$ cat src/rtl/battle_pkg.sv
// Shared types and defaults for the battleship turn sequencer.
// Holds the state encoding exported on the display port, plus the ship-count defaults.
package battle_pkg;

  localparam int unsigned SHIP_W          = 3;
  localparam int unsigned DEF_MAX_SHIPS   = 5;
  localparam int unsigned DEF_MIN_SHIPS   = 1;
  localparam int unsigned DEF_TIMEOUT_CYC = 750_000_000;

  typedef enum logic [2:0] {
    IDLE        = 3'd0,
    SELECT      = 3'd1,
    PLACE       = 3'd2,
    PLAYER_TURN = 3'd3,
    PC_TURN     = 3'd4,
    WIN         = 3'd5,
    LOSE        = 3'd6
  } state_t;

endpackage

$ cat src/rtl/turn_timer.sv
// Player-turn timeout counter: zero while clear, counts while run, expired is combinational.
// The expiry pulse lasts exactly one cycle because the owner leaves the counting state on it. No backpressure.
module turn_timer #(
  parameter int unsigned TIMEOUT_CYC = 750_000_000
) (
  input  logic clk,
  input  logic rst,
  input  logic clear,
  input  logic run,
  output logic expired
);

  localparam int unsigned CNT_W = (TIMEOUT_CYC > 2) ? $clog2(TIMEOUT_CYC) : 1;

  logic [CNT_W-1:0] count_q, count_d;

  assign expired = run && (count_q == CNT_W'(TIMEOUT_CYC - 1));

  always_comb begin
    count_d = count_q;
    if (clear) begin
      count_d = '0;
    end else if (run && !expired) begin
      count_d = count_q + CNT_W'(1);
    end
  end

  always_ff @(posedge clk or negedge rst) begin
    if (!rst) begin
      count_q <= '0;
    end else begin
      count_q <= count_d;
    end
  end

endmodule

$ cat src/rtl/battle_turn_ctrl.sv
// Battleship game sequencer: select -> place -> alternating turns; all outputs registered (1-cycle latency).
// No backpressure: pulses outside their state are dropped. BATTLE_TURN_TIMER_EN adds the player-turn timeout.
module battle_turn_ctrl
  import battle_pkg::*;
#(
  parameter int unsigned MAX_SHIPS   = DEF_MAX_SHIPS,
  parameter int unsigned MIN_SHIPS   = DEF_MIN_SHIPS,
  parameter int unsigned TIMEOUT_CYC = DEF_TIMEOUT_CYC
) (
  input  logic              clk,
  input  logic              rst,
  input  logic              start,
  input  logic              btn_inc,
  input  logic              btn_ok,
  input  logic              place_done,
  input  logic              player_shot,
  input  logic              pc_shot_done,
  input  logic              pc_lost,
  input  logic              player_lost,
  output logic [SHIP_W-1:0] ship_count,
  output logic [SHIP_W-1:0] place_idx,
  output logic              place_en,
  output logic              pc_fire,
  output logic              auto_fire,
  output logic [2:0]        state,
  output logic              game_over,
  output logic              win
);

  localparam logic [SHIP_W-1:0] MAX_CNT = SHIP_W'(MAX_SHIPS);
  localparam logic [SHIP_W-1:0] MIN_CNT = SHIP_W'(MIN_SHIPS);

  state_t            state_q, state_d;
  logic [SHIP_W-1:0] ship_count_q, ship_count_d;
  logic [SHIP_W-1:0] place_idx_q, place_idx_d;
  logic              place_en_q, place_en_d;
  logic              pc_fire_q, pc_fire_d;
  logic              auto_fire_q, auto_fire_d;
  logic              game_over_q, game_over_d;
  logic              win_q, win_d;
  logic              tmr_expired;

`ifdef BATTLE_TURN_TIMER_EN
  turn_timer #(
    .TIMEOUT_CYC (TIMEOUT_CYC)
  ) u_turn_timer (
    .clk     (clk),
    .rst     (rst),
    .clear   (state_q != PLAYER_TURN),
    .run     (state_q == PLAYER_TURN),
    .expired (tmr_expired)
  );
`else
  logic unused_timeout;
  assign unused_timeout = (TIMEOUT_CYC == 0);
  assign tmr_expired    = 1'b0;
`endif

  always_comb begin
    state_d      = state_q;
    ship_count_d = ship_count_q;
    place_idx_d  = place_idx_q;
    auto_fire_d  = 1'b0;

    case (state_q)
      IDLE, WIN, LOSE: begin
        if (start) begin
          state_d      = SELECT;
          ship_count_d = MIN_CNT;
          place_idx_d  = '0;
        end
      end
      SELECT: begin
        if (btn_ok) begin
          state_d     = PLACE;
          place_idx_d = '0;
        end else if (btn_inc) begin
          ship_count_d = (ship_count_q >= MAX_CNT) ? MIN_CNT : ship_count_q + SHIP_W'(1);
        end
      end
      PLACE: begin
        if (place_done) begin
          if (place_idx_q >= ship_count_q - SHIP_W'(1)) begin
            state_d     = PLAYER_TURN;
            place_idx_d = '0;
          end else begin
            place_idx_d = place_idx_q + SHIP_W'(1);
          end
        end
      end
      // Loss detection takes priority over any shot event in the same cycle.
      PLAYER_TURN: begin
        if (pc_lost) begin
          state_d = WIN;
        end else if (player_lost) begin
          state_d = LOSE;
        end else if (player_shot) begin
          state_d = PC_TURN;
        end else if (tmr_expired) begin
          state_d     = PC_TURN;
          auto_fire_d = 1'b1;
        end
      end
      PC_TURN: begin
        if (pc_lost) begin
          state_d = WIN;
        end else if (player_lost) begin
          state_d = LOSE;
        end else if (pc_shot_done) begin
          state_d = PLAYER_TURN;
        end
      end
      default: state_d = IDLE;
    endcase

    pc_fire_d   = (state_d == PC_TURN) && (state_q != PC_TURN);
    place_en_d  = (state_d == PLACE);
    game_over_d = (state_d == WIN) || (state_d == LOSE);
    win_d       = (state_d == WIN);
  end

  always_ff @(posedge clk or negedge rst) begin
    if (!rst) begin
      state_q      <= IDLE;
      ship_count_q <= MIN_CNT;
      place_idx_q  <= '0;
      place_en_q   <= 1'b0;
      pc_fire_q    <= 1'b0;
      auto_fire_q  <= 1'b0;
      game_over_q  <= 1'b0;
      win_q        <= 1'b0;
    end else begin
      state_q      <= state_d;
      ship_count_q <= ship_count_d;
      place_idx_q  <= place_idx_d;
      place_en_q   <= place_en_d;
      pc_fire_q    <= pc_fire_d;
      auto_fire_q  <= auto_fire_d;
      game_over_q  <= game_over_d;
      win_q        <= win_d;
    end
  end

  assign state      = state_q;
  assign ship_count = ship_count_q;
  assign place_idx  = place_idx_q;
  assign place_en   = place_en_q;
  assign pc_fire    = pc_fire_q;
  assign auto_fire  = auto_fire_q;
  assign game_over  = game_over_q;
  assign win        = win_q;

endmodule

$ cat config.mk
export PLATFORM = sky130hd
export DESIGN_NAME = battle_turn_ctrl
export DESIGN_NICKNAME = d
export VERILOG_FILES = /design/src/rtl/battle_pkg.sv /design/src/rtl/turn_timer.sv /design/src/rtl/battle_turn_ctrl.sv
export SDC_FILE = /design/constraint.sdc
export NUM_CORES = 1
export LEC_CHECK = 0
export ABC_AREA = 1
export ABC_CLOCK_PERIOD_IN_PS = 1900
export CORE_MARGIN = 5
export CORE_UTILIZATION = 35
export CTS_CLUSTER_SIZE = 40
export DETAILED_ROUTE_END_ITERATION = 8
export REMOVE_ABC_BUFFERS = 1
export SYNTH_ARGS = -nofsm -noshare
export SYNTH_HDL_FRONTEND = slang
export SYNTH_SLANG_ARGS = --single-unit
$ cat constraint.sdc
create_clock -name clk -period 1.9 [get_ports clk]
set_clock_uncertainty 0.05 [all_clocks]
set_input_delay 0.475 -clock clk [delete_from_list [all_inputs] [get_ports clk]]
set_output_delay 0.475 -clock clk [all_outputs]
set_load 0.01 [all_outputs]
==> results of run 1 <==
-- per-layer routing --
metal  up-vias  routed length [um]
met1       428                1060
met3         5                 130
met2        16                1050
met5         -                   0
met4         0                  21
li1        469                   -
-- flip-flops by register name, indices dropped and copies added, names as in the netlist --
register    count
game_over       1
pc_fire         1
place_en        1
place_idx       3
ship_count      3
state           3
win             1
-- power by group --
group | total, mW | leakage [nW] | internal (mW) | switching, mW
clock network | 0.183 | 0.0177 | 0.0783 | 0.104
registers | 0.444 | 0.170 | 0.382 | 0.0626
logic | 1.53 | 0.530 | 0.639 | 0.891
-- cell usage in the layout (no fill, tap or decap), drive strengths merged --
cell / count
dfstp: 1
clkbuf: 3
inv: 22
nor2: 13
xor2: 1
nor3: 2
o211ai: 2
clkinv: 2
dfrtp: 12
ha: 7
nand3: 14
o21ai: 8
nor2b: 1
xnor2: 2
dlygate4sd2: 1
clkdlybuf4s50: 21
conb: 1
a21oi: 3
nand2: 33
buf: 6
nand4: 4
-- through the flow --
step / hold slack, ns / instances / utilization, % / setup TNS [ns]
floorplan: 0.129 / 127 / - / -0.0456
global placement: 0.492 / 186 / 47.0 / 0
detailed placement: 0.493 / 186 / 47.0 / -0.0885
CTS: 0.438 / 190 / 48.5 / -0.00312
global route: 0.450 / 190 / 50.7 / -0.122
finish: 0.433 / 190 / 50.7 / 0
-- worst max path at each step --
stage	from	to	slack, ns	cells after the start
2_1_floorplan	ship_count[0]	game_over	-0.03	10
3_3_place_gp	ship_count[0]	game_over	0.02	10
3_5_place_dp	ship_count[0]	game_over	-0.04	10
4_1_cts	ship_count[0]	pc_fire	-0.003	9
5_1_grt	ship_count[0]	place_idx[0]	-0.03	9
6_report	ship_count[0]	game_over	0.02	10
-- final cells by class --
cell class                      count  area, um2
Multi-Input combinational cell     91        652
Clock inverter                      1       5.00
Sequential cell                    13        328
Timing Repair Buffer               28        264
Clock buffer                        3       22.5
Fill cell                         274       1360
Tap cell                           31       38.8
Inverter                           23       88.8
-- logic make-up (layout without fill, tap and decap cells) --
kind of cell / count (synthesis) / after routing / share of synthesized area, %
simple gates: 67 / 67 / 38.0
buf+inv: 25 / 55 / 10.6
compound gates: 13 / 13 / 7.42
flops: 13 / 13 / 32.3
fa+ha+maj: 7 / 7 / 8.66
xor+xnor: 3 / 3 / 2.60
other cells: 1 / 1 / 0.371
-- worst max-delay path: stages, from the launching register on --
cell	delay (ns)
dfstp_2	0.55
inv_2	0.05
ha_4	0.16
xnor2_2	0.12
ha_1	0.31
a21oi_2	0.16
nand2_2	0.10
nand2_4	0.11
nand2_4	0.06
nand2_4	0.06
nand2_1	0.05
-- what timing repair did --
item,CTS,global route
gates cloned,0,0
pin swaps,4,8
gates resized for setup,7,14
setup endpoints to repair,7,7
==> flow_summary.toml, run 1 <==
[timing]
clock.fmax_ghz = 0.531
hold_viol = 0
fin_crit_ns = 1.88
rsz0062_at_grt = "yes"
drv_slew = 0
fin_crit_sh_pct = 99.2
setup_viol = 0
setup_ws_ns = 0.0159

[floorplanning]
core_um2 = 2760
start_util_pct = 36.7
dieArea_um2 = 4060
io_pins = 24
die_x_um = 63.7
num_rows = 19
die_h_um = 63.7

[placed_design]
pre_cts_ws_ns = -0.0420
dp_hpwl_mm = 1.80
io_buffers = 22
placed_area_um2 = 1300
place_congestion = 0.810

[global_routing]
top_usage_layer = "met2"
grt_max_degree = 14
first_global_vias = 906
gr-usage-met1_pct = 15.6
use_met2_pct = 20.2
antenna_found_initial = 0
grtUsageTotal_pct = 12.5
gr-total-overflow = 0
use_met3_pct = 4.90
grt_pass1_wl_mm = 4.07

[layout]
nets = 177
stdcell_area_um2 = 1400
areaGrowthSynthToFinish_pct = 38.4
drive_above_1_share_pct = 35.2
num_antenna_cells = 0

[run]
maxCapViolations = 0

[critical_path]
worstPathRequired_ns = 2.03
critPathMaxFanout = 4
r2r_slack_ns = 0.02
r2r-start = "ship_count[0]"
end_kind = "flop"
worst-setup-path-type = "flop to flop"
ff2ff_path_depth = 10
cp_data_arrival_time_ns = 2.01
start_kind = "flop"
rr_endpoint = "game_over"

[synth]
synth_cells = 129
ys_warn_count = 0
synth_area_per_cell_um2 = 7.84
yosysSeqAreaShare_pct = 32.3
synthArstFlopShare_pct = 100
yosys-top-cells-count = "nand2_1 (23), inv_1 (15), dfrtp_1 (12)"
synth-edff-count = 0
synth_area_leaders = "dfrtp_1 (30%), ha_1 (8.7%), nand2_1 (8.5%)"
postSynthRegisterBits = 13
synth.top_cell.area_share_pct = 29.7
syn-cell-area_um2 = 1010
post-synth-top-area-cell = "dfrtp_1"
yosys_most_used_dff = "dfrtp_1"
yosysMostFrequentCell = "nand2_1"
synth_cell_types = 29

[drt]
drt_first_pass_iters = 4
ant_nets = 0
drt_iter0_drc = 30
num_vias = 918
post_drt_wl_per_cell_um = 11.9
wl_mm = 2.26
viasPerCell = 4.83
drc_errors = 0

[power]
p_per_area_nw_per_um2 = 1540
total_power_mw = 2.16
p_leak_nw = 0.717
peakVddDrop_v = 0.000938

[clock_network]
clkTransAtPathRegs_ns = 0.09
h-tree-depth = 1
max-clock-path-buffers = 2
numClockSinks = 13
cts_tree = "done"
holdBufCountCts = 0
post_cts_buffers = 0
clock-root-buffer = "clkbuf_4"
cts_buffers = 3
clk_latency_ns = 0.29

[worst_hold_path]
hold_path_class = "input pin to async pin"

[outcome]
outcome = "complete, no violations"
(Power assumes the default switching activity.)
==> run 2, diff against run 1 <==
CTS_CLUSTER_SIZE = 30   (was 40)
==> results of run 2 <==
The final DEF is identical to that of run 1; final timing and power are the same.
